`src/rtl/mips_pkg.sv`:
```
// Shared constants for the multicycle MIPS control path: opcodes, functs,
// ALU operation classes, ALU control codes and the controller state encoding.
package mips_pkg;

  localparam int unsigned OP_W     = 6;
  localparam int unsigned FUNCT_W  = 6;
  localparam int unsigned ALUOP_W  = 2;
  localparam int unsigned ALUCTL_W = 3;
  localparam int unsigned STATE_W  = 4;

  // Opcodes (instr[31:26])
  localparam logic [OP_W-1:0] OP_RTYPE = 6'b000000;
  localparam logic [OP_W-1:0] OP_LW    = 6'b100011;
  localparam logic [OP_W-1:0] OP_SW    = 6'b101011;
  localparam logic [OP_W-1:0] OP_BEQ   = 6'b000100;
  localparam logic [OP_W-1:0] OP_BNE   = 6'b000101;
  localparam logic [OP_W-1:0] OP_ADDI  = 6'b001000;
  localparam logic [OP_W-1:0] OP_ORI   = 6'b001101;
  localparam logic [OP_W-1:0] OP_J     = 6'b000010;

  // R-type function codes (instr[5:0])
  localparam logic [FUNCT_W-1:0] F_ADD = 6'b100000;
  localparam logic [FUNCT_W-1:0] F_SUB = 6'b100010;
  localparam logic [FUNCT_W-1:0] F_AND = 6'b100100;
  localparam logic [FUNCT_W-1:0] F_OR  = 6'b100101;
  localparam logic [FUNCT_W-1:0] F_SLT = 6'b101010;

  // ALU operation classes handed from the FSM to the ALU decoder
  localparam logic [ALUOP_W-1:0] ALUOP_ADD   = 2'b00;
  localparam logic [ALUOP_W-1:0] ALUOP_SUB   = 2'b01;
  localparam logic [ALUOP_W-1:0] ALUOP_FUNCT = 2'b10;
  localparam logic [ALUOP_W-1:0] ALUOP_OR    = 2'b11;

  // ALU control codes
  localparam logic [ALUCTL_W-1:0] ALU_AND = 3'b000;
  localparam logic [ALUCTL_W-1:0] ALU_OR  = 3'b001;
  localparam logic [ALUCTL_W-1:0] ALU_ADD = 3'b010;
  localparam logic [ALUCTL_W-1:0] ALU_SUB = 3'b110;
  localparam logic [ALUCTL_W-1:0] ALU_SLT = 3'b111;

  typedef enum logic [STATE_W-1:0] {
    S_FETCH   = 4'd0,
    S_DECODE  = 4'd1,
    S_MEMADR  = 4'd2,
    S_MEMRD   = 4'd3,
    S_MEMWB   = 4'd4,
    S_MEMWR   = 4'd5,
    S_RTYPEEX = 4'd6,
    S_RTYPEWB = 4'd7,
    S_BEQEX   = 4'd8,
    S_BNEEX   = 4'd9,
    S_ADDIEX  = 4'd10,
    S_ORIEX   = 4'd11,
    S_IWB     = 4'd12,
    S_JEX     = 4'd13
  } state_t;

  // True for every opcode the controller knows how to sequence
  function automatic logic is_supported(input logic [OP_W-1:0] op);
    case (op)
      OP_RTYPE, OP_LW, OP_SW, OP_BEQ, OP_BNE,
      OP_ADDI, OP_ORI, OP_J: is_supported = 1'b1;
      default:               is_supported = 1'b0;
    endcase
  endfunction

endpackage

```
`src/rtl/alu_decoder.sv`:
```
// Maps the ALU operation class and R-type funct field to an ALU control code.
module alu_decoder
  import mips_pkg::*;
(
  input  logic [1:0] aluop,
  input  logic [5:0] funct,
  output logic [2:0] alucontrol
);

  // Unknown functs fall back to add rather than flagging an error
  always_comb begin
    alucontrol = ALU_ADD;
    case (aluop)
      ALUOP_ADD: alucontrol = ALU_ADD;
      ALUOP_SUB: alucontrol = ALU_SUB;
      ALUOP_OR:  alucontrol = ALU_OR;
      default: begin
        case (funct)
          F_ADD:   alucontrol = ALU_ADD;
          F_SUB:   alucontrol = ALU_SUB;
          F_AND:   alucontrol = ALU_AND;
          F_OR:    alucontrol = ALU_OR;
          F_SLT:   alucontrol = ALU_SLT;
          default: alucontrol = ALU_ADD;
        endcase
      end
    endcase
  end

endmodule

```
`src/rtl/mc_controller.sv`:
```
// Moore control FSM for the multicycle MIPS datapath: one state per microstep.
// Outputs decode from the state register; while reset is low they are all held
// at zero so no write can happen in the reset cycle.
module mc_controller
  import mips_pkg::*;
(
  input  logic       clk,
  input  logic       reset,
  input  logic [5:0] op,
  input  logic [5:0] funct,
  input  logic       zero,
  output logic       pcen,
  output logic       memwrite,
  output logic       irwrite,
  output logic       regwrite,
  output logic       iord,
  output logic       memtoreg,
  output logic       regdst,
  output logic       alusrca,
  output logic [1:0] alusrcb,
  output logic [1:0] pcsrc,
  output logic       extop,
  output logic [2:0] alucontrol,
  output logic       illegal
);

  state_t     state;
  logic [1:0] aluop;
  logic [2:0] alu_dec;
  logic       pcwrite;
  logic       branch;
  logic       branchne;

  alu_decoder u_alu_decoder (
    .aluop      (aluop),
    .funct      (funct),
    .alucontrol (alu_dec)
  );

  // State register with synchronous active-low reset and next-state selection
  always_ff @(posedge clk) begin
    if (!reset) begin
      state <= S_FETCH;
    end else begin
      case (state)
        S_FETCH:  state <= S_DECODE;
        S_DECODE: begin
          case (op)
            OP_LW, OP_SW: state <= S_MEMADR;
            OP_RTYPE:     state <= S_RTYPEEX;
            OP_BEQ:       state <= S_BEQEX;
            OP_BNE:       state <= S_BNEEX;
            OP_ADDI:      state <= S_ADDIEX;
            OP_ORI:       state <= S_ORIEX;
            OP_J:         state <= S_JEX;
            default:      state <= S_FETCH;
          endcase
        end
        S_MEMADR: begin
          if (op == OP_LW)      state <= S_MEMRD;
          else if (op == OP_SW) state <= S_MEMWR;
          else                  state <= S_FETCH;
        end
        S_MEMRD:   state <= S_MEMWB;
        S_RTYPEEX: state <= S_RTYPEWB;
        S_ADDIEX:  state <= S_IWB;
        S_ORIEX:   state <= S_IWB;
        default:   state <= S_FETCH;
      endcase
    end
  end

  // Per-state datapath controls, all forced low while reset is asserted
  always_comb begin
    memwrite   = 1'b0;
    irwrite    = 1'b0;
    regwrite   = 1'b0;
    iord       = 1'b0;
    memtoreg   = 1'b0;
    regdst     = 1'b0;
    alusrca    = 1'b0;
    alusrcb    = 2'b00;
    pcsrc      = 2'b00;
    extop      = 1'b0;
    illegal    = 1'b0;
    aluop      = ALUOP_ADD;
    pcwrite    = 1'b0;
    branch     = 1'b0;
    branchne   = 1'b0;
    alucontrol = 3'b000;
    pcen       = 1'b0;
    if (reset) begin
      extop = 1'b1;
      case (state)
        S_FETCH: begin
          irwrite = 1'b1;
          pcwrite = 1'b1;
          alusrcb = 2'b01;
        end
        S_DECODE: begin
          alusrcb = 2'b11;
          illegal = ~is_supported(op);
        end
        S_MEMADR: begin
          alusrca = 1'b1;
          alusrcb = 2'b10;
        end
        S_MEMRD: iord = 1'b1;
        S_MEMWB: begin
          memtoreg = 1'b1;
          regwrite = 1'b1;
        end
        S_MEMWR: begin
          iord     = 1'b1;
          memwrite = 1'b1;
        end
        S_RTYPEEX: begin
          alusrca = 1'b1;
          aluop   = ALUOP_FUNCT;
        end
        S_RTYPEWB: begin
          regdst   = 1'b1;
          regwrite = 1'b1;
        end
        S_BEQEX: begin
          alusrca = 1'b1;
          aluop   = ALUOP_SUB;
          pcsrc   = 2'b01;
          branch  = 1'b1;
        end
        S_BNEEX: begin
          alusrca  = 1'b1;
          aluop    = ALUOP_SUB;
          pcsrc    = 2'b01;
          branchne = 1'b1;
        end
        S_ADDIEX: begin
          alusrca = 1'b1;
          alusrcb = 2'b10;
        end
        S_ORIEX: begin
          alusrca = 1'b1;
          alusrcb = 2'b10;
          aluop   = ALUOP_OR;
          extop   = 1'b0;
        end
        S_IWB: regwrite = 1'b1;
        S_JEX: begin
          pcsrc   = 2'b10;
          pcwrite = 1'b1;
        end
        default: ;
      endcase
      alucontrol = alu_dec;
      pcen       = pcwrite | (branch & zero) | (branchne & ~zero);
    end
  end

endmodule

```
`config.mk`:
```
export PLATFORM = sky130hd
export DESIGN_NAME = mc_controller
export DESIGN_NICKNAME = d
export VERILOG_FILES = /design/src/rtl/mips_pkg.sv /design/src/rtl/alu_decoder.sv /design/src/rtl/mc_controller.sv
export SDC_FILE = /design/constraint.sdc
export NUM_CORES = 1
export LEC_CHECK = 0
export CAP_MARGIN = 40
export CORE_MARGIN = 2
export CORE_UTILIZATION = 38
export CTS_BUF_LIST = sky130_fd_sc_hd__clkbuf_4 sky130_fd_sc_hd__clkbuf_8
export DETAILED_ROUTE_END_ITERATION = 10
export MAX_ROUTING_LAYER = met4
export PLACE_DENSITY_LB_ADDON = 0.15
export SLEW_MARGIN = 20
export SYNTH_ARGS = -nofsm -noshare
export SYNTH_HDL_FRONTEND = slang
export SYNTH_SLANG_ARGS = --single-unit
```
`constraint.sdc`:
```
create_clock -name clk -period 1.2 [get_ports clk]
set_input_delay 0.12 -clock clk [delete_from_list [all_inputs] [get_ports clk]]
set_output_delay 0.12 -clock clk [all_outputs]
set_load 0.02 [all_outputs]
```
==> summary.md, run 1 <==
| Metric | Value |
|---|---|
| Row count | `15` |
| HPWL Detailed | `2000 um` |
| Run status | `aborted with a tool error` |
| CTS buffer count | `3` |
| CTS Buffer Depth | `2` |
| Grt repair worst endpoint | `illegal` |
| Routability Congestion | `0.947` |
| Syn Std Cell Area | `676 sq um` |
| Syn_nets | `111` |
| Synthesized flop and latch total | `4` |
| Synthesis Warnings | `0` |
| CTS sink cnt | `4` |
| Port-buffer cells | `31` |
| CTS H-Tree Depth | `1` |
| Failed at | `global routing` |
| Seq/Total Area, Yosys | `11.9%` |
| Count of unique library cells instantiated by Yosys | `46` |
| Initial Util | `39.6%` |
| Cell count after synthesis | `96` |
| Ys async rst share | `0%` |
| Avg Cell Area, Syn | `7.04 sq um` |
| Placed cell area | `1300 sq um` |
| Post-CTS Hold Fix Bufs | `0` |
| Top Ports | `32` |
| Root buf cell | `clkbuf_4` |
| WEP type | `output port` |
| Placed Cells | `183` |
| EDFF count, synth | `0` |
| Die Ht | `46.2 um` |
| Largest net degree at the start of global routing | `9` |
| Synth Flop Type | `dfxtp_1` |
| Stop err | `[ERROR DPL-0038] Utilization greater than 100%, impossible to legalize` |
| Die Width | `46.2 um` |
## per-stage QoR
step	hold WS, ns	worst slack, ns	util [%]
after floorplan	0.252	-0.0594	-
after global placement	0.758	-0.814	76.1
after detailed placement	0.783	-0.884	76.1
after CTS	0.522	-0.337	90.6
## cell usage after synthesis, drive strengths merged, types with 3 or more instances
cell type   n  area [sq um]
nand4       3          18.8
nand3       4          20.0
dfxtp       4          80.1
nor2       10          37.5
and3        3          18.8
inv         4          15.0
buf         4          28.8
nor3        3          20.0
o21ai       5          25.0
nand2       9          41.3
nor3b       4          35.0
a21oi       5          28.8
nand2b      5          33.8
nor2b       4          27.5
## logic make-up after synthesis
| family | share of synthesized area [%] |
|---|---|
| mux | 1.67 |
| flops | 11.9 |
| buf+inv | 7.04 |
| compound gates | 25.6 |
| simple gates | 48.7 |
| xor+xnor | 5.19 |
## timing repair
item / in CTS
cloned: 0
resized for setup: 151
setup endpoints to repair: 21
setup buffers: 9
pin swaps: 22
==> run 2: changes to the inputs <==
Settings changed: CORE_AREA from default to 2 2 63 65, CORE_MARGIN 2 to default, CORE_UTILIZATION 38 to default, CTS_BUF_LIST sky130_fd_sc_hd__clkbuf_4 sky130_fd_sc_hd__clkbuf_8 to default, DIE_AREA from default to 0 0 65 67, MAX_ROUTING_LAYER met4 to default.
Clock period 1.2 ns to 1.6 ns, I/O delays scaled along.
==> summary.md, run 2 <==
| Metric | Value |
|---|---|
| Run status | `complete, no violations (was aborted with a tool error)` |
| ANT cells | `0` |
| Seq/Total Area, Yosys | `11.9% (unchanged)` |
| CP endpoint kind | `output port` |
| Cell area after layout | `1330 sq um` |
| Worst skew pair latency | `0.21 ns` |
| Largest net degree at the start of global routing | `9` |
| Leakage | `0.622 nW` |
| Synth Flop Type | `dfxtp_1 (unchanged)` |
| Register area | `87.6 sq um` |
| Ys async rst share | `0% (unchanged)` |
| Rel. slew slack | `84.1%` |
| HPWL Detailed | `2010 um (was 2000 um)` |
| Setup slack, reg-to-reg | `0.27 ns` |
| Most common cell in the netlist | `nor2_1 (unchanged)` |
| Synthesized flop and latch total | `4 (unchanged)` |
| Post-CTS Hold Fix Bufs | `0 (unchanged)` |
| CTS buffer count | `3 (unchanged)` |
| Layout area overhead | `96.7%` |
| PwrDens | `411 nW/um^2` |
| CTS Buffer Depth | `2 (unchanged)` |
| Die Width | `65 um (was 46.2 um)` |
| Worst Path Max Fanout | `8` |
| Routed wire length per instance | `11.8 um` |
| # setup viols final | `0` |
| Avg Cell Area, Syn | `7.04 sq um (unchanged)` |
| First-pass GRT wire length | `4090 um` |
| CTS sink cnt | `4 (unchanged)` |
| Multi-input gate area | `588 sq um` |
| Placed cell area | `1270 sq um (was 1300 sq um)` |
| Largest register FFs | `4` |
| Total of max-cap violations | `0` |
| Die Area | `4360 sq um` |
| Initial Util | `18.7% (was 39.6%)` |
| DR vias | `946` |
| Slew Limit Fails | `0` |
| HP Class | `input pin to register` |
| Crit path setup slack, layout | `0.0612 ns` |
| Post-Place Setup Slack | `-0.539 ns (was -0.884 ns)` |
| Top Ports | `32 (unchanged)` |
| DR iter-0 viols | `38` |
| Fill count | `403` |
| EDFF count, synth | `0 (unchanged)` |
| Core Region | `3610 sq um` |
| Fin crit period | `1.54 ns` |
| Commonest non-fill, non-tap cell in the layout | `buf_4` |
| VDD IR max | `0.000160 V` |
| GRT Overall Usage | `11.9%` |
| Syn Std Cell Area | `676 sq um (unchanged)` |
| Total Power | `546 uW` |
| Row count | `22 (was 15)` |
| Die Ht | `67 um (was 46.2 um)` |
| WL met1 | `1140 um` |
| Routability Congestion | `0.800 (was 0.947)` |
| CTS clk-pin slew, worst paths | `0.03 ns` |
| Vias per cell | `4.50` |
| Layout cells sized above 1 | `47.5%` |
| Cell taking the most area after synthesis | `dfxtp_1 (unchanged)` |
| TritonCTS clock tree | `done` |
| Antenna violations before repair | `0` |
| Most frequent cells in the layout | `buf_4 (41), nor2_1 (9), nand2_1 (8), clkdlybuf4s50_1 (6)` |
| Antenna viol nets, final | `0` |
| Metal3 WL | `125 um` |
| Fin Clk Skew | `0.000505 ns` |
| Largest regs | `state (4)` |
| Synth top area share | `11.9% (unchanged)` |
| Worst setup SP type | `register` |
| Root buf cell | `clkbuf_8 (was clkbuf_4)` |
| Least-Margin Pin Slew | `0.239 ns` |
| RSZ-0062 raised after global routing | `true` |
| Cell count after synthesis | `96 (unchanged)` |
| Drt first pass iters | `4` |
| Period utilization | `96.2%` |
| DRC | `0` |
| Count of unique library cells instantiated by Yosys | `46 (unchanged)` |
| Nets | `179` |
| Most frequent cells after synthesis | `nor2_1 (10), nand2_1 (8) (unchanged)` |
| CP Class | `register to output port` |
| Final WL | `2470 um` |
| Fin. Hold Viols | `0` |
| GR Overflow Total | `0` |
| Syn_nets | `111 (unchanged)` |
| F_max | `0.650 GHz` |
| DR top layer | `met4` |
| Reg with most FFs | `state` |
| Met2 routed WL | `1170 um` |
| Placed Cells | `204 (was 183)` |
| CP arrival | `1.38 ns` |
| Vias in the first global route | `934` |
| Top post-synthesis cells by area | `dfxtp_1 (12%), nor2_1 (5.6%), nand2_1 (4.4%) (unchanged)` |
| Worst endpoint required time | `1.44 ns` |
| Synthesis Warnings | `0 (unchanged)` |
| Port-buffer cells | `31 (unchanged)` |
| Final Instance Count excl. Fillers | `210` |
| CTS H-Tree Depth | `1 (unchanged)` |
run 2: cell counts after synthesis:
No cell type changed its count.
run 2: stage by stage:
step | TNS (ns) | hold slack, ns | utilization (%)
after floorplan | 0 | 0.292 | -
after global placement | -4.81 | 0.712 | 35.2
after detailed placement | -4.68 | 0.706 | 35.2
after CTS | 0 | 0.615 | 36.4
after global routing | -0.0509 | 0.435 | 36.8
final | 0 | 0.409 | 36.8
run 2: cell families (layout without fill, tap and decap cells):
logic type	count (synthesis)	count (layout)	synth area share, %
and+or+nand+nor	53	53	48.7
AOI/OAI and AO/OA	25	25	25.6
buffers and inverters	9	75	7.04
xor gates and xnor gates	4	4	5.19
DFF	4	4	11.9
muxes	1	1	1.67
run 2: path summary, 6_finish.rpt:
path | endpoint | start | cells past startpoint
worst max-delay path | pcen | state[3]$_SDFF_PN0_ | 6
worst max register to register | state[2]$_SDFF_PN0_ | state[3]$_SDFF_PN0_ | 6
worst min-delay path | state[2]$_SDFF_PN0_ | op[3] | 4
worst min register to register | state[3]$_SDFF_PN0_ | state[2]$_SDFF_PN0_ | 2
run 2: metal layers:
layer	track usage, %	up-vias
met4	3.46	0
met5	0	-
met2	20.7	32
met1	14.6	423
met3	2.53	4
li1	-	487
run 2: power breakdown:
part,switching (mW),total (mW),internal [mW]
Sequential,0.00577,0.109,0.103
Combinational,0.104,0.232,0.128
Clock,0.0452,0.205,0.160
Total,0.155,0.546,0.391
run 2: cell type report:
type | count | share of cell area (%)
Multi-Input combinational cell | 83 | 44.3
Timing Repair Buffer | 68 | 40.4
Sequential cell | 4 | 6.59
Tap cell | 48 | 4.52
Clock buffer | 3 | 3.11
Inverter | 4 | 1.13
run 2: worst max-delay path, stage by stage (launching register included):
cell and delay [ns]:
dfxtp_4 0.36, buf_4 0.17, buf_4 0.15, a21oi_1 0.12
nand2_1 0.08, a21oi_2 0.13, buf_4 0.15
run 2: repair_timing:
action,in CTS,in global routing
buffers inserted,1,2
resized for setup,64,27
pin swaps,2,3
endpoints found under the hold margin,0,0
setup endpoints to repair,17,12
gates cloned,0,0
Note: power is estimated with default switching activity, not from simulation.
